### src/rtl/rv_imm_pkg.sv
// Shared RV32I immediate-select and error-code definitions (also used by immgen).
package rv_imm_pkg;

  localparam int unsigned IMM_SEL_W = 3;
  typedef logic [IMM_SEL_W-1:0] imm_sel_t;

  localparam imm_sel_t IMM_I = 3'b000;
  localparam imm_sel_t IMM_S = 3'b001;
  localparam imm_sel_t IMM_B = 3'b010;
  localparam imm_sel_t IMM_U = 3'b011;
  localparam imm_sel_t IMM_J = 3'b100;

  typedef logic [1:0] imm_err_t;

  localparam imm_err_t ERR_OK       = 2'b00;
  localparam imm_err_t ERR_RANGE    = 2'b01;
  localparam imm_err_t ERR_MISALIGN = 2'b10;
  localparam imm_err_t ERR_SEL      = 2'b11;

  // True when imm[31:lsb] are all equal, i.e. the value survives truncation to lsb+1 bits.
  function automatic logic sign_fits(input logic [31:0] imm, input int unsigned lsb);
    logic [31:0] m;
    m = 32'hFFFF_FFFF << lsb;
    return ((imm & m) == m) || ((imm & m) == 32'h0);
  endfunction

endpackage

### src/rtl/imm_pack.sv
// Combinational packer: scatters immediate bits into the instruction fields of a base word.
module imm_pack #(
  parameter int unsigned K = 3,
  parameter int unsigned N = 32
) (
  input  logic [K-1:0] sel_i,
  input  logic [N-1:0] imm_i,
  input  logic [N-1:0] base_i,
  output logic [N-1:0] instr_o
);
  import rv_imm_pkg::*;

  // Overwrite only the immediate field of the selected format; illegal sel passes base through.
  always_comb begin
    instr_o = base_i;
    case (sel_i)
      IMM_I: instr_o[31:20] = imm_i[11:0];
      IMM_S: begin
        instr_o[31:25] = imm_i[11:5];
        instr_o[11:7]  = imm_i[4:0];
      end
      IMM_B: begin
        instr_o[31]    = imm_i[12];
        instr_o[30:25] = imm_i[10:5];
        instr_o[11:8]  = imm_i[4:1];
        instr_o[7]     = imm_i[11];
      end
      IMM_U: instr_o[31:12] = imm_i[31:12];
      IMM_J: begin
        instr_o[31]    = imm_i[20];
        instr_o[30:21] = imm_i[10:1];
        instr_o[20]    = imm_i[11];
        instr_o[19:12] = imm_i[19:12];
      end
      default: ;
    endcase
  end

endmodule

### src/rtl/imm_encoder.sv
// Two-stage valid/ready immediate encoder: S1 checks representability, S2 packs the word.
module imm_encoder #(
  parameter int unsigned K     = 3,
  parameter int unsigned N     = 32,
  parameter int unsigned CNT_W = 16
) (
  input  logic             clk,
  input  logic             rst_n,
  input  logic             in_valid,
  output logic             in_ready,
  input  logic [K-1:0]     in_sel,
  input  logic [N-1:0]     in_imm,
  input  logic [N-1:0]     in_base,
  output logic             out_valid,
  input  logic             out_ready,
  output logic [N-1:0]     out_instr,
  output logic [1:0]       out_err,
  input  logic             clr_counts,
  output logic [CNT_W-1:0] enc_count,
  output logic [CNT_W-1:0] err_count
);
  import rv_imm_pkg::*;

  logic             s1_v_q, s1_v_d;
  logic [K-1:0]     s1_sel_q, s1_sel_d;
  logic [N-1:0]     s1_imm_q, s1_imm_d;
  logic [N-1:0]     s1_base_q, s1_base_d;
  logic [1:0]       s1_err_q, s1_err_d;
  logic             s2_v_q, s2_v_d;
  logic [N-1:0]     s2_instr_q, s2_instr_d;
  logic [1:0]       s2_err_q, s2_err_d;
  logic [CNT_W-1:0] enc_q, enc_d;
  logic [CNT_W-1:0] err_q, err_d;

  logic [1:0]   chk_err;
  logic [N-1:0] pack_instr;
  logic         s1_ready, s2_ready, out_fire;

  assign s2_ready  = !s2_v_q || out_ready;
  assign s1_ready  = !s1_v_q || s2_ready;
  // Gated by rst_n so nothing is offered an accept while reset is held.
  assign in_ready  = rst_n && s1_ready;
  assign out_fire  = s2_v_q && out_ready;

  assign out_valid = s2_v_q;
  assign out_instr = s2_instr_q;
  assign out_err   = s2_err_q;
  assign enc_count = enc_q;
  assign err_count = err_q;

  // Representability checks on the incoming word; misalignment outranks range.
  always_comb begin
    chk_err = ERR_OK;
    case (in_sel)
      IMM_I, IMM_S: if (!sign_fits(in_imm, 11)) chk_err = ERR_RANGE;
      IMM_B: begin
        if (in_imm[0])                    chk_err = ERR_MISALIGN;
        else if (!sign_fits(in_imm, 12))  chk_err = ERR_RANGE;
      end
      IMM_J: begin
        if (in_imm[0])                    chk_err = ERR_MISALIGN;
        else if (!sign_fits(in_imm, 20))  chk_err = ERR_RANGE;
      end
      IMM_U: if (in_imm[11:0] != 12'h0) chk_err = ERR_RANGE;
      default: chk_err = ERR_SEL;
    endcase
  end

  imm_pack #(
    .K(K),
    .N(N)
  ) u_pack (
    .sel_i  (s1_sel_q),
    .imm_i  (s1_imm_q),
    .base_i (s1_base_q),
    .instr_o(pack_instr)
  );

  // Pipeline advance and saturating counters; clear beats a same-cycle increment.
  always_comb begin
    s1_v_d     = s1_v_q;
    s1_sel_d   = s1_sel_q;
    s1_imm_d   = s1_imm_q;
    s1_base_d  = s1_base_q;
    s1_err_d   = s1_err_q;
    s2_v_d     = s2_v_q;
    s2_instr_d = s2_instr_q;
    s2_err_d   = s2_err_q;
    enc_d      = enc_q;
    err_d      = err_q;

    if (s1_ready) begin
      s1_v_d = in_valid;
      if (in_valid) begin
        s1_sel_d  = in_sel;
        s1_imm_d  = in_imm;
        s1_base_d = in_base;
        s1_err_d  = chk_err;
      end
    end

    if (s2_ready) begin
      s2_v_d = s1_v_q;
      if (s1_v_q) begin
        s2_instr_d = pack_instr;
        s2_err_d   = s1_err_q;
      end
    end

    if (clr_counts) begin
      enc_d = '0;
      err_d = '0;
    end else if (out_fire) begin
      if (enc_q != '1) enc_d = enc_q + CNT_W'(1);
      if (s2_err_q != ERR_OK && err_q != '1) err_d = err_q + CNT_W'(1);
    end
  end

  // State registers with synchronous active-low reset.
  always_ff @(posedge clk) begin
    if (!rst_n) begin
      s1_v_q     <= 1'b0;
      s1_sel_q   <= '0;
      s1_imm_q   <= '0;
      s1_base_q  <= '0;
      s1_err_q   <= '0;
      s2_v_q     <= 1'b0;
      s2_instr_q <= '0;
      s2_err_q   <= '0;
      enc_q      <= '0;
      err_q      <= '0;
    end else begin
      s1_v_q     <= s1_v_d;
      s1_sel_q   <= s1_sel_d;
      s1_imm_q   <= s1_imm_d;
      s1_base_q  <= s1_base_d;
      s1_err_q   <= s1_err_d;
      s2_v_q     <= s2_v_d;
      s2_instr_q <= s2_instr_d;
      s2_err_q   <= s2_err_d;
      enc_q      <= enc_d;
      err_q      <= err_d;
    end
  end

endmodule
### config.mk
export PLATFORM = sky130hd
export DESIGN_NAME = imm_encoder
export DESIGN_NICKNAME = d
export VERILOG_FILES = /design/src/rtl/rv_imm_pkg.sv /design/src/rtl/imm_pack.sv /design/src/rtl/imm_encoder.sv
export SDC_FILE = /design/constraint.sdc
export NUM_CORES = 1
export LEC_CHECK = 0
export CORE_UTILIZATION = 40
export DETAILED_ROUTE_END_ITERATION = 7
export GPL_TIMING_DRIVEN = 1
export PLACE_DENSITY_LB_ADDON = 0.15
export SLEW_MARGIN = 40
export SYNTH_ARGS = -nofsm -noshare
export SYNTH_HDL_FRONTEND = slang
export SYNTH_HIERARCHICAL = 1
export SYNTH_SLANG_ARGS = --single-unit
### constraint.sdc
create_clock -name clk -period 1.95 [get_ports clk]
set_input_delay 0.195 -clock clk [delete_from_list [all_inputs] [get_ports clk]]
set_output_delay 0.195 -clock clk [all_outputs]
set_load 0.03 [all_outputs]
==> flow_metrics.env <==
export IMPL_status="complete, no violations"
export IMPL_finalMaxSlewViolations=0
export IMPL_diodes=0
export IMPL_dr_first_iter_drc_count=318
export IMPL_leakage_nw=3.10
export IMPL_cts_sinks=137
export IMPL_die_x_um=128
export IMPL_clk_latency_ns=0.42
export IMPL_finalSetupViolCount=0
export IMPL_startpoint_type="register"
export IMPL_crit_required_ns=1.75
export IMPL_max_cap_violations=0
export IMPL_avgSynthCellArea_um2=8.30
export IMPL_cp_max_fo=7
export IMPL_end_kind="output pin"
export IMPL_seq_area_frac_synth_pct=43.1
export IMPL_cts_buffers=17
export IMPL_layout_min_cycle_time_ns=1.80
export IMPL_synth_edf_count=0
export IMPL_post_route_period_util_pct=92.3
export IMPL_io_buffers=139
export IMPL_finalSetupTns_ns=0
export IMPL_die_h_um=128
export IMPL_drive_gt1_share_pct=10.5
export IMPL_ff_latch_area_um2=2740
export IMPL_grt_pass1_wl_um=26200
export IMPL_grt_overflow_total=0
export IMPL_final_cell_area_um2=8620
export IMPL_path_delay_family="buffers and inverters"
export IMPL_vias=5608
export IMPL_critical_path_max_stage_delay_ns=0.73
export IMPL_core_um2=15400
export IMPL_netlist_top_cells_area="dfxtp_1 (43%), nand2_1 (13%), a21boi_0 (12%), xnor2_1 (2.3%), mux2_4 (2.1%)"
export IMPL_cts_resized=0
export IMPL_power_density_nw_per_um2=812
export IMPL_cpMaxStageDelayCell="clkdlybuf4s50_1"
export IMPL_grt_max_degree=107
export IMPL_first_pass_iters=5
export IMPL_yosys_area_top_type_share_pct=43.1
export IMPL_ir_drop_mv=0.604
export IMPL_ioPinCount=140
export IMPL_hold_violations=0
export IMPL_ys_types=60
export IMPL_cp_num_buf_inv=1
export IMPL_ys_warn_count=6
export IMPL_slew_headroom_pct=67.6
export IMPL_finClkSkew_ns=0.0152
export IMPL_synth_async_reset_ratio_pct=0
export IMPL_first_global_vias=5367
export IMPL_antenna_found_initial=0
export IMPL_synth_ff_type="dfxtp_1"
export IMPL_final_util_pct=56.1
export IMPL_gp_congestion=0.885
export IMPL_cts_post_setup_buffers_inserted=0
export IMPL_wl_per_cell_um=14.3
export IMPL_area_growth_pct=35.4
export IMPL_postCtsHoldBufs=0
export IMPL_multiInputGateArea_um2=3300
export IMPL_cts_max_level=4
export IMPL_cts_tree="done"
export IMPL_rsz0062_at_grt="false"
export IMPL_tightest_slew_ns=0.474
export IMPL_drc_errors=0
export IMPL_clk_path_buf_depth=2
export IMPL_path_cells="clkdlybuf4s50_1"
export IMPL_ant_nets=0
export IMPL_cts_reportedPaths_clkPinSlew_ns=0.06
export IMPL_cts_root_buf="clkbuf_16"
export IMPL_fmax_ghz=0.556
export IMPL_crit_type="register to output pin"
export IMPL_synth_top_area_cell="dfxtp_1"
export IMPL_rows=45
export IMPL_synth_area_um2=6370
export IMPL_dp_final_hpwl_um=11500
export IMPL_ys_ff_latch=137
export IMPL_via_per_inst=5.01
export IMPL_fin_nets=969
export IMPL_reg2reg_slack_ns=0.15
export IMPL_synth_cells=767
export IMPL_arrival_ns=1.60
export IMPL_track_usage_pct=20.2
export IMPL_die_area_um2=16400
export IMPL_synth_nets=841
export IMPL_start_util_pct=41.4
export IMPL_final_fill_count=1398
export IMPL_hold_class="input pin to register"
export IMPL_place_area_um2=8020
export IMPL_routed_wl_um=16000
## registers in the layout, indices dropped and copies added, names as in the netlist, 2 cells and up
register   cells
s1_base_q     32
s1_sel_q       3
s1_imm_q      32
out_instr     32
out_err        2
enc_count     16
s1_err_q       2
err_count     16
## placed cells by master, fill, tap and decap left out, drive strengths merged, types with 3 or more instances in the layout
| master | synthesis | layout |
|---|---|---|
| dfxtp | 137 | 137 |
| o21ai | 19 | 19 |
| mux2 | 16 | 16 |
| nor3 | 7 | 7 |
| nor4 | 14 | 14 |
| nand3 | 12 | 12 |
| nand2b | 8 | 8 |
| o22ai | 9 | 9 |
| bufinv | 0 | 3 |
| clkdlybuf4s50 | 0 | 137 |
| and2 | 3 | 3 |
| o21a | 3 | 3 |
| nand4 | 12 | 12 |
| mux2i | 7 | 7 |
| clkinv | 0 | 7 |
| a21boi | 101 | 101 |
| a21oi | 22 | 22 |
| or3 | 7 | 7 |
| a211oi | 6 | 6 |
| clkbuf | 24 | 19 |
| inv | 7 | 7 |
| buf | 34 | 30 |
| o211ai | 3 | 3 |
| nor2 | 34 | 34 |
| nand2 | 223 | 223 |
| a31oi | 3 | 3 |
| nand3b | 6 | 6 |
| xnor2 | 17 | 17 |
| clkinvlp | 0 | 3 |
| nor2b | 7 | 7 |
## cell type report
type / instances / area share, %
Sequential cell: 137 / 31.8
Inverter: 7 / 0.305
Clock inverter: 13 / 1.76
Timing Repair Buffer: 167 / 19.5
Tap cell: 211 / 3.06
Multi-Input combinational cell: 565 / 38.3
Clock buffer: 19 / 5.25
## Yosys cell counts (9+ instances only)
cell type  number
a21boi_0      101
a21oi_1        22
buf_2          17
clkbuf_1       23
dfxtp_1       137
mux2_4          9
nand2_1       223
nand3_1        11
nand4_1        11
nor2_1         34
nor4_1         10
o21ai_0        19
o22ai_1         9
xnor2_1        17
## where the power goes
| part | internal (W) | switching [W] | total, W |
|---|---|---|---|
| clock | 0.00206 | 0.00121 | 0.00327 |
| sequential | 0.00291 | 0.0000699 | 0.00298 |
| combinational | 0.000379 | 0.000370 | 0.000749 |
| total | 0.00535 | 0.00165 | 0.00700 |
## layer usage
| layer | routed length (um) | GRT usage, % | vias up |
|---|---|---|---|
| li1 | - | - | 2860 |
| met1 | 7310 | 25.7 | 2621 |
| met2 | 7920 | 34.4 | 119 |
| met3 | 599 | 3.76 | 8 |
| met4 | 128 | 6.64 | 0 |
| met5 | 0 | 0 | - |
## stage by stage
step	hold slack (ns)	power [W]	instances	worst slack, ns
global route	0.277	0.00730	1119	0.0217
detailed placement	0.456	0.00379	1087	-0.0238
CTS	0.237	0.00708	1119	0.115
global placement	0.451	0.00378	1087	-0.0103
floorplan	0.334	0.00344	767	0.0388
finish	0.257	0.00700	1119	0.150
## worst reg2reg max path, stage by stage (launching register included)
cell,delay (ns)
dfxtp_1,0.37
ha_1,0.20
nand2_1,0.12
or3_1,0.36
a21o_1,0.21
or3_1,0.32
a21oi_1,0.16
## kinds of logic after synthesis
family | after synthesis | share of synthesized area, %
AOI/OAI and AO/OA | 178 | 19.4
buffers and inverters | 65 | 5.19
muxes | 23 | 4.46
and+or+nand+nor | 342 | 24.7
DFF | 137 | 43.1
xor gates and xnor gates | 19 | 2.61
adders and majority gates | 3 | 0.550
## final timing paths
kind | from | endpoint | cells after the start
worst max-delay path | err_count[3] | err_count[3] | 1
worst min-delay path | rst_n | err_count[11] | 4
worst max register to register | enc_count[1] | enc_count[10] | 6
worst min register to register | out_instr[7] | out_instr[7] | 2
Power figures use the tool's default switching activity.
